File: config.mk
export PLATFORM = sky130hd
export DESIGN_NAME = aes_ct_serializer
export DESIGN_NICKNAME = d
export VERILOG_FILES = /design/src/rtl/aes_ct_serializer.sv
export SDC_FILE = /design/constraint.sdc
export NUM_CORES = 1
export LEC_CHECK = 0
export CELL_PAD_IN_SITES_DETAIL_PLACEMENT = 0
export CELL_PAD_IN_SITES_GLOBAL_PLACEMENT = 1
export CORE_MARGIN = 8
export CORE_UTILIZATION = 45
export CTS_CLUSTER_DIAMETER = 50
export CTS_CLUSTER_SIZE = 14
export DETAILED_ROUTE_END_ITERATION = 10
export GPL_TIMING_DRIVEN = 0
export PLACE_DENSITY = 0.85
export SETUP_SLACK_MARGIN = 0.1
export SKIP_CTS_REPAIR_TIMING = 1
export SYNTH_ARGS = -nofsm -noshare
export SYNTH_HDL_FRONTEND = slang
export SYNTH_SLANG_ARGS = --single-unit
File: constraint.sdc
create_clock -name AES_clk -period 16.2 [get_ports AES_clk]
set_input_delay 2.43 -clock AES_clk [delete_from_list [all_inputs] [get_ports AES_clk]]
set_output_delay 2.43 -clock AES_clk [all_outputs]
set_load 0.05 [all_outputs]
File: src/rtl/aes_ct_serializer.sv
`default_nettype none
// ============================================================================
// Module      : aes_ct_serializer
// Description : Captures each AES result block on the core's output-valid
//               strobe into a small block FIFO and streams the head block out
//               as OUT_W-bit beats, most-significant beat first, over a
//               valid/ready handshake. A sticky flag records blocks dropped
//               because the FIFO was full.
// Ports       :
//   AES_clk            in   sole clock, rising edge
//   AES_rst            in   synchronous active-high reset
//   AES_data_out_valid in   one-cycle strobe per result block
//   AES_data_out       in   result block, sampled with the strobe
//   ser_clear          in   clears ser_overflow (a same-cycle drop wins)
//   ser_data           out  current beat (0 when idle)
//   ser_valid          out  ser_data holds a beat
//   ser_ready          in   sink accepts the beat this cycle
//   ser_last           out  current beat is the final beat of its block
//   ser_overflow       out  sticky: at least one block was dropped
//   ser_level          out  blocks held, including the one being sent
// Revision    : 1.0 - initial release
// ============================================================================
module aes_ct_serializer #(
  parameter int DATA_W = 128,
  parameter int OUT_W  = 8,
  parameter int DEPTH  = 2
) (
  input  logic                       AES_clk,
  input  logic                       AES_rst,
  input  logic                       AES_data_out_valid,
  input  logic [DATA_W-1:0]          AES_data_out,
  input  logic                       ser_clear,
  output logic [OUT_W-1:0]           ser_data,
  output logic                       ser_valid,
  input  logic                       ser_ready,
  output logic                       ser_last,
  output logic                       ser_overflow,
  output logic [$clog2(DEPTH+1)-1:0] ser_level
);

  localparam int BEATS  = DATA_W / OUT_W;
  localparam int LVL_W  = $clog2(DEPTH + 1);
  localparam int PTR_W  = (DEPTH > 1) ? $clog2(DEPTH) : 1;
  localparam int BCNT_W = (BEATS > 1) ? $clog2(BEATS) : 1;

  localparam logic [LVL_W-1:0]  C_DEPTH     = LVL_W'(DEPTH);
  localparam logic [LVL_W-1:0]  C_LVL_ONE   = LVL_W'(1);
  localparam logic [PTR_W-1:0]  C_PTR_MAX   = PTR_W'(DEPTH - 1);
  localparam logic [PTR_W-1:0]  C_PTR_ONE   = PTR_W'(1);
  localparam logic [BCNT_W-1:0] C_LAST_BEAT = BCNT_W'(BEATS - 1);
  localparam logic [BCNT_W-1:0] C_BCNT_ONE  = BCNT_W'(1);

  typedef enum logic [0:0] {
    ST_IDLE = 1'b0,
    ST_SEND = 1'b1
  } state_t;

  state_t             state_q, state_d;
  logic [PTR_W-1:0]   wr_ptr_q, wr_ptr_d;
  logic [PTR_W-1:0]   rd_ptr_q, rd_ptr_d;
  logic [LVL_W-1:0]   level_q, level_d;
  logic [BCNT_W-1:0]  bcnt_q, bcnt_d;
  logic               ovf_q, ovf_d;
  logic [DATA_W-1:0]  mem_q [DEPTH];

  logic last_beat;
  logic beat_hs;
  logic pop;
  logic push;
  logic drop;

  always_comb begin
    last_beat = (bcnt_q == C_LAST_BEAT);
    beat_hs   = (state_q == ST_SEND) && ser_ready;
    pop       = beat_hs && last_beat;
    // A full FIFO still accepts a block when the head leaves on the same edge.
    push      = AES_data_out_valid && ((level_q != C_DEPTH) || pop);
    drop      = AES_data_out_valid && (level_q == C_DEPTH) && !pop;

    wr_ptr_d = wr_ptr_q;
    rd_ptr_d = rd_ptr_q;
    level_d  = level_q;
    bcnt_d   = bcnt_q;
    ovf_d    = ovf_q;

    if (beat_hs) begin
      bcnt_d = last_beat ? '0 : (bcnt_q + C_BCNT_ONE);
    end

    if (pop) begin
      rd_ptr_d = (rd_ptr_q == C_PTR_MAX) ? '0 : (rd_ptr_q + C_PTR_ONE);
    end

    if (push) begin
      wr_ptr_d = (wr_ptr_q == C_PTR_MAX) ? '0 : (wr_ptr_q + C_PTR_ONE);
    end

    case ({push, pop})
      2'b10:   level_d = level_q + C_LVL_ONE;
      2'b01:   level_d = level_q - C_LVL_ONE;
      default: level_d = level_q;
    endcase

    // A fresh drop outranks a clear request in the same cycle.
    if (drop) begin
      ovf_d = 1'b1;
    end else if (ser_clear) begin
      ovf_d = 1'b0;
    end

    state_d = (level_d != '0) ? ST_SEND : ST_IDLE;
  end

  always_ff @(posedge AES_clk) begin
    if (AES_rst) begin
      state_q  <= ST_IDLE;
      wr_ptr_q <= '0;
      rd_ptr_q <= '0;
      level_q  <= '0;
      bcnt_q   <= '0;
      ovf_q    <= 1'b0;
    end else begin
      state_q  <= state_d;
      wr_ptr_q <= wr_ptr_d;
      rd_ptr_q <= rd_ptr_d;
      level_q  <= level_d;
      bcnt_q   <= bcnt_d;
      ovf_q    <= ovf_d;
    end
  end

  // Block storage carries no reset; validity is tracked by the level count.
  always_ff @(posedge AES_clk) begin
    if (!AES_rst && push) begin
      mem_q[wr_ptr_q] <= AES_data_out;
    end
  end

  // Outputs are decoded purely from registered state, so ser_ready never
  // reaches them combinationally and they hold steady while stalled.
  always_comb begin
    ser_valid = (state_q == ST_SEND);
    ser_last  = (state_q == ST_SEND) && last_beat;
    ser_data  = '0;
    if (state_q == ST_SEND) begin
      ser_data = mem_q[rd_ptr_q][DATA_W - 1 - OUT_W * int'(bcnt_q) -: OUT_W];
    end
  end

  assign ser_overflow = ovf_q;
  assign ser_level    = level_q;

endmodule
`default_nettype wire

==> flow_summary.toml <==
[final_layout]
fillers = 1600
final_area_mm2 = 0.0134
mostFrequentLayoutCell = "edfxtp_1"
final_cell_mix = "edfxtp_1, clkdlybuf4s50_1, mux4_2"
diodes = 0
nets = 795
drive_above_1_share_pct = 24.8
area_growth_pct = 29.7

[floorplanning]
coreArea_mm2 = 0.0226
io-pin-count = 146
fp.dieArea_mm2 = 0.0281
die_x_um = 168
rows = 55
die_y_um = 168
initial_core_util_pct = 45.7

[clock_network]
clk_pin_slew_worst_paths_ns = 0.06
cts_tree = "built"
clk_path_buf_depth = 3
cts_root_buf = "clkbuf_16"
cts-buffers-inserted = 29
clkSinkCount = 267
cts_max_level = 1
clock_latency_ns = 0.53

[timing]
slew_violations = 0
period_minus_slack_ns = 5.98
fmax_mhz = 167
rsz0062_at_grt = "false"
final-setup-viol-count = 0
fin_skew_ns = 0.0104
worstMarginPinSlew_ns = 0.819
hold_violations = 0
max_slew_margin_pct = 45.2
finalCritPeriodShare_pct = 36.9
hold_ws_ns = 0.519

[yosys]
synth_nets = 595
synth-seq-cells = 267
syn_area_mm2 = 0.0103
netlist_instances = 460
ys_seq_area_share_pct = 76.4
ys_warn_count = 0
synth.distinct_cells = 35
avgSynthCellArea_um2 = 22.5

[route]
vias = 5330
drt-total-wl_um = 22500
drc = 0
dr.pass1.iters = 4
vias_per_cell = 5.54
drtIter0Drc = 350
ant_nets = 0
wl_per_cell_um = 23.4

[flow_run]
maxCapViolCount = 0

[worst_hold_path]
hold_path.class = "register to register"
hold_start = "wr_ptr_q"
hold_path_depth = 2
min_to = "wr_ptr_q"

[critical_path]
rr_worst_depth = 11
arrival_ns = 3.55
crit-reg2reg-launch = "bcnt_q[0]"
crit_path_max_incr_delay_ns = 0.76
startpoint_type = "register"
r2r_end = "mem_q[1][50]"
worst-path-max-fanout = 10
cp-end-kind = "primary output"
cpMaxStageDelayCell = "clkdlybuf4s50_1"
crit_chain = "buf_6 > clkbuf_1 > mux4_1 > mux2_2 > o221ai_1 > a31oi_1 > clkdlybuf4s50_1"
worst_ep_required_time_ns = 13.77
r2r_slack_ns = 12.85
crit_type = "register to primary output"

[pwr]
p_leak_nw = 4.33
p_per_area_mw_per_mm2 = 118
ir_worst_vdd_mv = 0.0863

[global_route]
grt_pass1_vias = 6172
antenna_found_initial = 0
grt_overflow = 0
grt_max_degree = 15
grt_first_pass_wirelength_um = 34700
grt_usage_pct = 16.1

[placed_design]
placement.cell_area_mm2 = 0.0124
dp_hpwl_um = 16600
io_buffers = 145
gp_congestion = 0.812

[run_status]
status = "completed"
## stage by stage
step                setup TNS (ns)  instances  util [%]  total power [W]  setup slack, ns
floorplan                        0        460         -         0.000875             3.03
detailed placement               0        914      55.0         0.000943            10.40
global route                     0        962      59.3          0.00164            10.06
global placement           -349.61        890      53.7         0.000942            -1.83
CTS                              0        962      59.3          0.00161            10.17
finish                           0        962      59.3          0.00159            10.22
## report_power, final
group / internal [W] / switching, W
clock network: 0.000396 / 0.000266
logic: 0.0000672 / 0.0000649
registers: 0.000787 / 0.00000741
## cell type report
| type | instances | area, um^2 | area share [%] |
|---|---|---|---|
| Buffer | 25 | 189 | 1.41 |
| Timing Repair Buffer | 169 | 1740 | 12.9 |
| Multi-Input combinational cell | 167 | 2260 | 16.8 |
| Tap cell | 285 | 357 | 2.66 |
| Inverter | 1 | 3.75 | 0.0280 |
| Sequential cell | 267 | 7910 | 58.9 |
| Clock buffer | 33 | 741 | 5.52 |
| Clock inverter | 15 | 226 | 1.69 |
## cells by family after synthesis
family / share of synthesized area (%)
AOI/OAI and AO/OA: 2.33
xor gates and xnor gates: 0.423
adders and majority gates: 0.242
buffers and inverters: 1.86
DFF: 76.4
muxes: 16.8
and+or+nand+nor: 1.90
## layer usage
| layer | share of wire (%) | track usage (%) | up-vias |
|---|---|---|---|
| met5 | 0 | 0 | - |
| met4 | 2.6 | 5.28 | 0 |
| met3 | 6.8 | 3.83 | 46 |
| met2 | 51 | 28.4 | 197 |
| met1 | 39 | 19.3 | 2723 |
| li1 | - | - | 2364 |
## cell usage after synthesis
master / number / area, um^2
a21oi_1: 7 / 35.0
a22oi_1: 8 / 60.1
a31oi_1: 9 / 56.3
and2_1: 3 / 18.8
and3_1: 2 / 12.5
buf_1: 1 / 3.75
buf_2: 4 / 20.0
buf_4: 4 / 30.0
buf_6: 7 / 78.8
clkbuf_1: 6 / 22.5
clkbuf_8: 1 / 13.8
clkdlybuf4s25_2: 2 / 20.0
dfxtp_1: 11 / 220
edfxtp_1: 256 / 7690
ha_1: 2 / 25.0
inv_1: 1 / 3.75
mux2_2: 19 / 214
mux2i_1: 5 / 50.1
mux4_1: 9 / 236
mux4_2: 55 / 1240
nand2_1: 5 / 18.8
nand2b_1: 1 / 6.26
nand3_1: 3 / 15.0
nand4b_1: 1 / 8.76
nor2_1: 6 / 22.5
nor2b_1: 3 / 18.8
nor3_1: 2 / 10.0
nor3b_1: 1 / 7.51
o21ai_0: 4 / 20.0
o221ai_1: 8 / 70.1
or2_2: 6 / 37.5
or2b_1: 1 / 7.51
or3_1: 2 / 12.5
xnor2_1: 2 / 17.5
xor2_1: 3 / 26.3
## flip-flops by register name, summed over array words and instances, names as in the netlist, named ones only
register,cells
wr_ptr_q,1
ser_valid,1
ser_overflow,1
ser_level,2
bcnt_q,4
mem_q,256
rd_ptr_q,1
## worst max-delay path, delay by kind of cell, from the launching register on
family	cells	cell delay (ns)
buffers and inverters	3	1.41
multiplexers	2	0.70
AO/OA/AOI/OAI	2	0.55
flip-flops	1	0.35
## how the worst max path moves through the flow
stage | from | slack, ns | depth (start not counted) | end
2_1_floorplan | ser_ready | 3.03 | 5 | mem_q[1][0]
6_report | bcnt_q[1] | 10.22 | 7 | ser_data[5]
4_1_cts | bcnt_q[1] | 10.17 | 7 | ser_data[5]
3_5_place_dp | ser_ready | 10.40 | 11 | mem_q[1][90]
5_1_grt | bcnt_q[1] | 10.06 | 7 | ser_data[5]
3_3_place_gp | ser_ready | -1.83 | 6 | mem_q[1][102]
No activity file was read; power rests on OpenSTA's default activity.
